[src/rtl/instr_fetch_unit.sv]
// Instruction fetch unit: owns PC and IR, answers the control FSM's
// ir_load handshake with a variable-latency memory read.
module instr_fetch_unit #(
    parameter int                 DATA_W   = 16,
    parameter int                 ADDR_W   = 16,
    parameter logic [ADDR_W-1:0]  RESET_PC = '0,
    parameter int                 TIMEOUT  = 15,
    parameter logic [DATA_W-1:0]  NOP_WORD = '0
) (
    input  logic              clk,
    input  logic              reset,
    input  logic              ir_load,
    input  logic              pc_update,
    input  logic              pc_sel,
    input  logic [ADDR_W-1:0] branch_target,
    output logic [ADDR_W-1:0] mem_addr,
    output logic              mem_rd,
    input  logic [DATA_W-1:0] mem_rdata,
    input  logic              mem_ack,
    output logic [DATA_W-1:0] instr,
    output logic [ADDR_W-1:0] pc,
    output logic              fetch_busy,
    output logic              fetch_done,
    output logic              fetch_err
);

    localparam int CNT_W = $clog2(TIMEOUT + 1);
    localparam logic [CNT_W-1:0] CNT_LAST = CNT_W'(TIMEOUT - 1);

    typedef enum logic {
        IDLE,
        REQ
    } state_t;

    state_t            state;
    logic [CNT_W-1:0]  count;
    logic              pend_valid;
    logic              pend_sel;
    logic [ADDR_W-1:0] pend_target;

    logic              timeout_hit;
    logic              fetch_end;
    logic              exit_upd;
    logic              exit_sel;
    logic [ADDR_W-1:0] exit_target;

    assign mem_addr = pc;

    assign timeout_hit = (count == CNT_LAST) && !mem_ack;
    assign fetch_end   = (state == REQ) && (mem_ack || timeout_hit);

    // A request arriving on the leaving edge is the newest, so it beats the slot.
    always_comb begin
        exit_upd    = pend_valid;
        exit_sel    = pend_sel;
        exit_target = pend_target;
        if (pc_update) begin
            exit_upd    = 1'b1;
            exit_sel    = pc_sel;
            exit_target = branch_target;
        end
    end

    function automatic logic [ADDR_W-1:0] next_pc(
        input logic              sel,
        input logic [ADDR_W-1:0] target,
        input logic [ADDR_W-1:0] cur
    );
        return sel ? target : cur + ADDR_W'(1);
    endfunction

    always_ff @(posedge clk or posedge reset) begin
        if (reset) begin
            state       <= IDLE;
            pc          <= RESET_PC;
            instr       <= '0;
            count       <= '0;
            mem_rd      <= 1'b0;
            fetch_busy  <= 1'b0;
            fetch_done  <= 1'b0;
            fetch_err   <= 1'b0;
            pend_valid  <= 1'b0;
            pend_sel    <= 1'b0;
            pend_target <= '0;
        end else begin
            fetch_done <= 1'b0;
            unique case (state)
                IDLE: begin
                    pend_valid <= 1'b0;
                    if (pc_update) begin
                        pc <= next_pc(pc_sel, branch_target, pc);
                    end
                    if (ir_load) begin
                        state      <= REQ;
                        mem_rd     <= 1'b1;
                        fetch_busy <= 1'b1;
                        count      <= '0;
                    end
                end
                REQ: begin
                    if (fetch_end) begin
                        instr      <= mem_ack ? mem_rdata : NOP_WORD;
                        fetch_done <= 1'b1;
                        state      <= IDLE;
                        mem_rd     <= 1'b0;
                        fetch_busy <= 1'b0;
                        count      <= '0;
                        pend_valid <= 1'b0;
                        if (!mem_ack) begin
                            fetch_err <= 1'b1;
                        end
                        if (exit_upd) begin
                            pc <= next_pc(exit_sel, exit_target, pc);
                        end
                    end else begin
                        count <= count + CNT_W'(1);
                        // Hold pc steady so mem_addr is stable for the whole read.
                        if (pc_update) begin
                            pend_valid  <= 1'b1;
                            pend_sel    <= pc_sel;
                            pend_target <= branch_target;
                        end
                    end
                end
                default: begin
                    state <= IDLE;
                end
            endcase
        end
    end

endmodule

[config.mk]
export PLATFORM = sky130hd
export DESIGN_NAME = instr_fetch_unit
export DESIGN_NICKNAME = d
export VERILOG_FILES = /design/src/rtl/instr_fetch_unit.sv
export SDC_FILE = /design/constraint.sdc
export NUM_CORES = 1
export LEC_CHECK = 0
export CORE_MARGIN = 3
export CORE_UTILIZATION = 40
export CTS_BUF_LIST = sky130_fd_sc_hd__clkbuf_8
export DETAILED_ROUTE_END_ITERATION = 6
export PLACE_DENSITY = 0.71
export SLEW_MARGIN = 20
export SYNTH_ARGS = -nofsm -noshare
export SYNTH_HDL_FRONTEND = slang
export SYNTH_SLANG_ARGS = --single-unit
[constraint.sdc]
create_clock -name clk -period 2 [get_ports clk]
set_clock_uncertainty 0.15 [all_clocks]
set_input_delay 0.3 -clock clk [delete_from_list [all_inputs] [get_ports clk]]
set_output_delay 0.3 -clock clk [all_outputs]
set_load 0.03 [all_outputs]
# Word level (Yosys, flattened, before mapping)
# Index checks and enable logic that the tools add are counted.
# Widths: inputs -> output; s select.
totals:
  reg_bits: 58
  inputBits: 38
  output_inout_bits: 52
  elab_cells: 52
classes:
  addsub: 2
  n_eq_ne: 5
  mux: 23
  n_bitwise: 3
  reduce_logical: 9
op_table:
  columns: ["op", "n"]
  rows:
  - ["$mux 16", 7]
  - ["$pmux 16 s2", 1]
  - ["$add 16x1->16 const B", 1]
  - ["$mux 1", 9]
  - ["$mux 4", 2]
  - ["$pmux 4 s2", 1]
  - ["$pmux 1 s2", 3]
  - ["$reduce_and 2->1", 3]
  - ["$reduce_and 3->1", 2]
  - ["$add 4x1->4 const B", 1]
  - ["$eq 4x4->1 const B", 1]
  - ["$ne 2x1->1 const B", 2]
  - ["$ne 2x2->1 const B", 2]
  - ["$not 1->1", 3]
  - ["$logic_and 1x1->1", 2]
  - ["$logic_not 1->1", 1]
  - ["$logic_or 1x1->1", 1]

# Longest topological paths before layout
# Gate-level depths: netlist (run 1).
depth:
  ltp_word: 6
  mapped_depth: 8
  mapped_depth_nobuf: 7

# Worst setup path before layout (run 1)
# OpenSTA, ideal clock, no wires.
synth_path:
  path_type: "register to register"
  from: "register pc[0], in the netlist mem_addr[0]"
  to: "register pc[10], in the netlist mem_addr[10]"
  setup_time_ns: 0.126
  t_arrival_ns: 1.795
  required_ns: 1.724
  slack_ns: -0.071
  stages_incl_launch_ff: 7
  path_buffers: 0
  cell_sequence: "dfrtp_1 -> ha_1 -> nand4_2 -> or3_4 -> xnor2_1 -> o21ai_0 -> a21oi_1"
synth_via:
  elab_chain_cells: 5
  word_cells_on_any_way: 7
synth_rtl:
  columns: ["element", "line_no", "text"]
  rows:
  - ["start: declaration", "21", "output logic [ADDR_W-1:0] pc,"]
  - ["start signal: assignment", "91", "pc <= next_pc(pc_sel, branch_target, pc);"]
  - ["start signal: assignment", "113", "pc <= next_pc(exit_sel, exit_target, pc);"]
  - ["$add 16x1->16 (*)", "69", "return sel ? target : cur + ADDR_W'(1);"]
  - ["$mux 16", "69", null]
  - ["$mux 16", "112", "if (exit_upd) begin"]
  - ["$mux 16", "101", "if (fetch_end) begin"]
  - ["$pmux 16 s2 (*)", "87", "unique case (state)"]
# Every way passes the cells marked *; elsewhere a longest branch is shown, timed or not. The select of a mux whose other input is x is not followed.
# A chain may end at the register's enable or synchronous reset.

# Worst setup path after layout (run 1)
layout_path:
  from: "register pc[13], in the netlist mem_addr[13]"
  to: "output port pc[13]"
# No word-level cell between the ends.

==> out/metrics.cfg, run 1 <==
[status]
status = complete, no violations

[synthesis]
netlist_instances = 339
ys_types = 57
synth.avg_cell_area_um2 = 9.932
syn_area_um2 = 3367
synth-seq-cells = 58
synthArstFlopShare_pct = 100.0
yosysSeqAreaShare_pct = 43.11
synth_nets = 380
synth_edf_count = 0
ys_warn_count = 0
ys.flop_type = dfrtp_1

[timing]
finalSetupViolations = 0
holdWs_ns = 0.06023
finalHoldViolations = 0
min_period_over_period_pct = 97.77
worst_pin_slew_ns = 0.5349
fmax_mhz = 511.4
drv_slew = 0
worst_slack_ns = 0.04465
slew_headroom_pct = 64.34
finalSetupTns_ns = 0
period_minus_slack_ns = 1.955
rsz0062_at_grt = no

[pwr]
power_density_nw_per_um2 = 1192
ir_drop_uv = 509.6
power_frac_seq_pct = 32.9
pwr-share-comb_pct = 45.9
netSwitchingPower_mw = 2.317
power.share.clock_pct = 21.3
p_leak_nw = 2.106
p_int_mw = 3.306
switching_share_pct = 41.21

[drt]
vias = 3035
drtIter0Drc = 166
viasPerCell = 5.569
dr.pass1.iters = 5
wire_per_inst_um = 16.00
drt_wl_total_um = 8721
drcViolationCount = 0
ant_nets = 0

[finish]
area_growth_pct = 40.10
drive_above_1_share_pct = 19.64
instances_no_fill = 545
diodes = 0
num-nets-final = 479
stdcell_area_um2 = 4717

[setup_path]
critPathLaunchType = flop
cp_cell_sequence = clkdlybuf4s50_1
worstSetupPathType = flop to output port
cpMaxStageDelayCell = clkdlybuf4s50_1
r2r_start = count[0]
reg2reg_slack_ns = 0.15
cp_top_family = buffers and inverters
path_depth = 1
slowest_delay_ns = 0.72
rr_endpoint = mem_addr[3]
rr_worst_depth = 6
cp_data_arrival_time_ns = 1.51
cp_data_required_time_ns = 1.55
crit_path_end_kind = output port
cp_num_buf_inv = 1
crit_fanout = 6

[floorplanning]
die_w_um = 97.75
io_pins = 90
die_h_um = 97.75
core_area_um2 = 7928
rows = 32
initial_core_util_pct = 42.47
dieArea_um2 = 9554

[cts]
numCtsBuffers = 9
cts_tree = yes
cts-root-buf = clkbuf_8
h-tree-depth = 3
cts_sinks = 58
clock_latency_ns = 0.33
cts_setup_buffers = 0
cts_buffer_depth = 2
clk_pin_slew_ns = 0.07

[placement]
postPlaceCellArea_um2 = 4494
io_buffers = 89
hpwlAfterDp_um = 6501
gp_congestion = 0.9013
place_inst = 529
dp_slack_ns = -0.1154

[global_route]
grtUsageTotal_pct = 18.68
grt_overflow = 0
grt_pass1_wl_um = 14660
antenna_found_initial = 0
grt_max_degree = 27
grt_pass1_vias = 3079

[hold_path]
hold_path.class = input pin to async pin

[flow_run]
cap_violations = 0

==> through the flow <==
step / util, % / power, mW
3_3_place_gp: 56.69 / 4.488
5_1_grt: 59.50 / 5.936
3_5_place_dp: 56.69 / 4.536
2_1_floorplan: - / 3.578
4_1_cts: 59.25 / 5.663
6_report: 59.50 / 5.623
==> flip-flops by register name (all words and copies together), names as in the netlist <==
name         count
instr           16
mem_addr        16
pend_target     16
count            4
fetch_busy       1
fetch_done       1
fetch_err        1
pend_sel         1
pend_valid       1
state            1
==> cell type report <==
type | instances | area [um2]
Clock buffer | 9 | 123.9
Timing Repair Buffer | 124 | 1230
Fill cell | 671 | 3211
Multi-Input combinational cell | 236 | 1653
Tap cell | 102 | 127.6
Sequential cell | 58 | 1454
Clock inverter | 7 | 95.09
Inverter | 9 | 33.78
==> placed cells by master (no fill, tap or decap), types with 7 or more instances in the layout <==
cell type and instances:
a21oi_1 9, dlygate4sd2_1 13, o211ai_1 9, a22o_1 17, nor2_1 25, clkdlybuf4s50_1 69, buf_4 29, inv_1 9
o21ai_0 28, xnor2_1 7, clkbuf_8 9, dlymetal6s2s_1 7, dfrtp_1 56, mux2i_1 13, nand2_1 28, mux2_2 20
==> how the worst max path moves through the flow <==
| stage | to | slack (ns) | start |
|---|---|---|---|
| after floorplan | mem_addr[0] | -0.005 | reset |
| after global placement | mem_addr[6] | -0.09 | pc_update |
| after detailed placement | mem_addr[5] | -0.12 | pc_update |
| after CTS | pc[0] | 0.007 | mem_addr[0] |
| after global routing | mem_addr[9] | 0.002 | mem_addr[9] |
| final | pc[13] | 0.04 | mem_addr[13] |
==> cells in the mapped netlist, types with 3 or more instances <==
cell type	number	share of area, %
a21oi_1	9	1.3
a22o_1	17	4.4
a31oi_1	6	1.1
buf_2	9	1.3
buf_4	19	4.2
clkbuf_1	4	0.45
dfrtp_1	58	43
ha_1	3	1.1
inv_1	9	1.0
mux2_2	20	6.7
mux2i_1	13	3.9
nand2_1	28	3.1
nand2b_1	3	0.56
nand3_1	6	0.89
nand4_1	4	0.74
nor2_1	26	2.9
nor3_1	6	0.89
o211ai_1	9	2.0
o21ai_0	29	4.3
o21ai_1	4	0.59
xnor2_1	7	1.8
xor2_1	5	1.3
==> worst register-to-register path: stages, from the launching register on <==
cell	delay, ns
dfrtp_1	0.34
inv_1	0.05
ha_1	0.22
a31o_2	0.23
o21ai_1	0.23
buf_12	0.20
mux2_2	0.34
==> layer usage <==
layer / global-route usage [%] / wire length (um) / part of all wire (%) / vias to the layer above
li1: - / - / - / 1420
met1: 23.02 / 3647 / 42 / 1439
met2: 31.68 / 4174 / 48 / 159
met3: 6.571 / 777 / 8.9 / 17
met4: 4.153 / 121 / 1.4 / 0
met5: 0 / 0 / 0 / -
==> logic make-up (layout without fill, tap and decap cells) <==
logic type / count (synthesis) / in the layout / share of synthesized area (%)
AO/OA/AOI/OAI: 96 / 96 / 19.29
XOR/XNOR: 12 / 12 / 3.121
adder cells (fa/ha/maj): 3 / 3 / 1.115
buffers and inverters: 45 / 149 / 7.878
flip-flops: 58 / 58 / 43.11
multiplexers: 34 / 34 / 11.00
AND/OR/NAND/NOR: 91 / 91 / 14.49
==> power by group through the flow <==
stage               Clock, mW  Combinational, mW  Sequential, mW
floorplan                   0               1.37            2.21
global placement            0               2.63            1.86
detailed placement          0               2.67            1.86
CTS                      1.22               2.60            1.85
global route             1.27               2.76            1.91
finish                   1.20               2.58            1.85
==> what timing repair did <==
action	4_1_cts	5_1_grt
hold buffers	0	0
pin swaps	0	1
endpoints found under the hold margin	0	0
gates resized for setup	13	9
setup endpoints to repair	13	12
Power figures use the tool's default switching activity.
==> run 2: changes to the inputs <==
CORE_MARGIN = not set   (was 3)
==> run 2 against run 1 <==
Net effect: clock power up 14%; flip-flop and latch count unchanged; clock-buffer cell count up 2; global-route usage up 2.7 points; first-iteration DRC count down 6.6%; final cell count up 0.55%; die area down 8.0%; design area up 0.37%; hold slack better by 0.079 ns; non-clock buffer count unchanged; fmax up 0.22%; largest power group unchanged.
==> out/metrics.cfg, run 2 (same netlist as run 1, synthesis figures left out) <==
[timing]
drv_slew = 0  ; unchanged
finalSetupViolations = 0  ; unchanged
slew_headroom_pct = 63.43  ; was 64.34%
fmax_mhz = 512.5  ; was 511.4 MHz
period_minus_slack_ns = 1.951  ; was 1.955 ns
rsz0062_at_grt = yes  ; was no
worst_pin_slew_ns = 0.5485  ; was 0.5349 ns
min_period_over_period_pct = 97.55  ; was 97.77%
finalSetupTns_ns = 0  ; unchanged
finalHoldViolations = 0  ; unchanged

[cts]
cts-root-buf = clkbuf_8  ; unchanged
hold_buffers = 0  ; unchanged
cts_sinks = 58  ; unchanged
cts_setup_buffers = 0  ; unchanged
numCtsBuffers = 9  ; unchanged
cts_buffer_depth = 2  ; unchanged
clk_pin_slew_ns = 0.07  ; about the same
cts_tree = yes  ; unchanged
clock_latency_ns = 0.35  ; was 0.33 ns
h-tree-depth = 3  ; unchanged

[global_route]
grtUsageTotal_pct = 21.41  ; was 18.68%
grt_pass1_vias = 3043  ; was 3079
grt_max_degree = 21  ; was 27
grt_pass1_wl_um = 14370  ; was 14660 um
grt_overflow = 0  ; unchanged
antenna_found_initial = 0  ; unchanged

[finish]
mostFrequentLayoutCell = clkdlybuf4s50_1  ; unchanged
multi_input_area_um2 = 1650  ; was 1653 um2
area_growth_pct = 40.62  ; was 40.10%
diodes = 0  ; unchanged
stdcell_area_um2 = 4735  ; was 4717 um2
num-nets-final = 479  ; unchanged
final_cell_mix = clkdlybuf4s50_1 (63), dfrtp_1 (56), buf_4 (30)  ; was clkdlybuf4s50_1 (69), dfrtp_1 (56), buf_4 (29)
register_area_um2 = 1454  ; unchanged
fillerInstances = 719  ; was 671
drive_above_1_share_pct = 19.64  ; unchanged

[pwr]
power_mw = 5.758  ; was 5.623 mW
p_leak_nw = 2.135  ; was 2.106 nW
ir_drop_uv = 442.6  ; was 509.6 uV
power_density_nw_per_um2 = 1216  ; was 1192 nW/um2

[setup_path]
crit_fanout = 4  ; was 6
worstSetupPathType = flop to output port  ; unchanged
critPathLaunchType = flop  ; unchanged
cp_data_arrival_time_ns = 1.50  ; was 1.51 ns
cp_data_required_time_ns = 1.55  ; about the same
crit_path_end_kind = output port  ; unchanged

[drt]
dr.pass1.iters = 4  ; was 5
viasPerCell = 5.471  ; was 5.569
ant_nets = 0  ; unchanged
wire_per_inst_um = 15.78  ; was 16.00 um
vias = 2998  ; was 3035
drtIter0Drc = 155  ; was 166
drt_wl_total_um = 8649  ; was 8721 um
drcViolationCount = 0  ; unchanged

[floorplanning]
core_area_um2 = 8175  ; was 7928 um2
initial_core_util_pct = 41.18  ; was 42.47%
rows = 33  ; was 32
io_pins = 90  ; unchanged
die_h_um = 93.75  ; was 97.75 um
die_w_um = 93.75  ; was 97.75 um
dieArea_um2 = 8788  ; was 9554 um2

[placement]
postPlaceCellArea_um2 = 4486  ; was 4494 um2
gp_congestion = 0.8732  ; was 0.9013
hpwlAfterDp_um = 6339  ; was 6501 um
io_buffers = 89  ; unchanged

[status]
status = complete, no violations  ; unchanged

[hold_path]
hold_path.class = input pin to async pin  ; unchanged

[flow_run]
cap_violations = 0  ; unchanged

-- run 2: through the flow --
step | hold slack, ns | cells | worst slack [ns] | util (%)
3_3_place_gp | 0.3137 | 532 | -0.09699 | 54.87
6_report | 0.1392 | 548 | 0.04891 | 57.91
3_5_place_dp | 0.3146 | 532 | -0.1495 | 54.87
2_1_floorplan | 0.2494 | 339 | -0.005377 | -
5_1_grt | 0.1717 | 548 | -0.01597 | 57.91
4_1_cts | 0.1488 | 548 | 0.01291 | 57.67
-- run 2: worst paths after layout --
path                             start             end  slack (ns)  cells past startpoint
setup / recovery           mem_addr[1]     mem_addr[1]        0.05                      2
min in group clk             fetch_err       fetch_err        0.33                      1
max in group asynchronous        reset       instr[11]        1.04                      3
hold reg to reg              fetch_err       fetch_err        0.33                      1
hold / removal                   reset  pend_target[5]        0.14                      2
setup reg to reg              count[1]     mem_addr[4]        0.08                      5
-- run 2: power breakdown --
group / leakage [nW] / internal (mW) / total [mW] / switching, mW
sequential: 0.701 / 1.48 / 1.87 / 0.382
clock: 0.129 / 0.891 / 1.37 / 0.476
combinational: 1.30 / 1.09 / 2.53 / 1.44
-- run 2: repair_timing --
item                                    in CTS  in global routing
endpoints found under the setup margin      18                 12
gates resized for setup                     18                  9
gates cloned                                 0                  0
-- run 2: final cells by class --
| cell class | count | area share, % |
|---|---|---|
| multi-input cells | 236 | 34.86 |
| flip-flops and latches | 58 | 30.71 |
| repair buffers | 124 | 25.63 |
| clock buffers | 11 | 3.198 |
| well taps | 105 | 2.775 |
| clock inverters | 5 | 2.114 |
| inverters | 9 | 0.7135 |
-- run 2: worst max-delay path, cell delays in order, from the launching register on --
cell	delay [ns]
dfrtp_2	0.36
buf_4	0.13
clkdlybuf4s50_1	0.66
-- run 2: per-layer routing --
| metal | routed length [um] | track usage [%] | vias up |
|---|---|---|---|
| met4 | 133 | 9.744 | 0 |
| met2 | 4128 | 34.98 | 123 |
| met3 | 648 | 6.068 | 17 |
| met1 | 3738 | 26.08 | 1439 |
| li1 | - | - | 1419 |
| met5 | 0 | 0 | - |
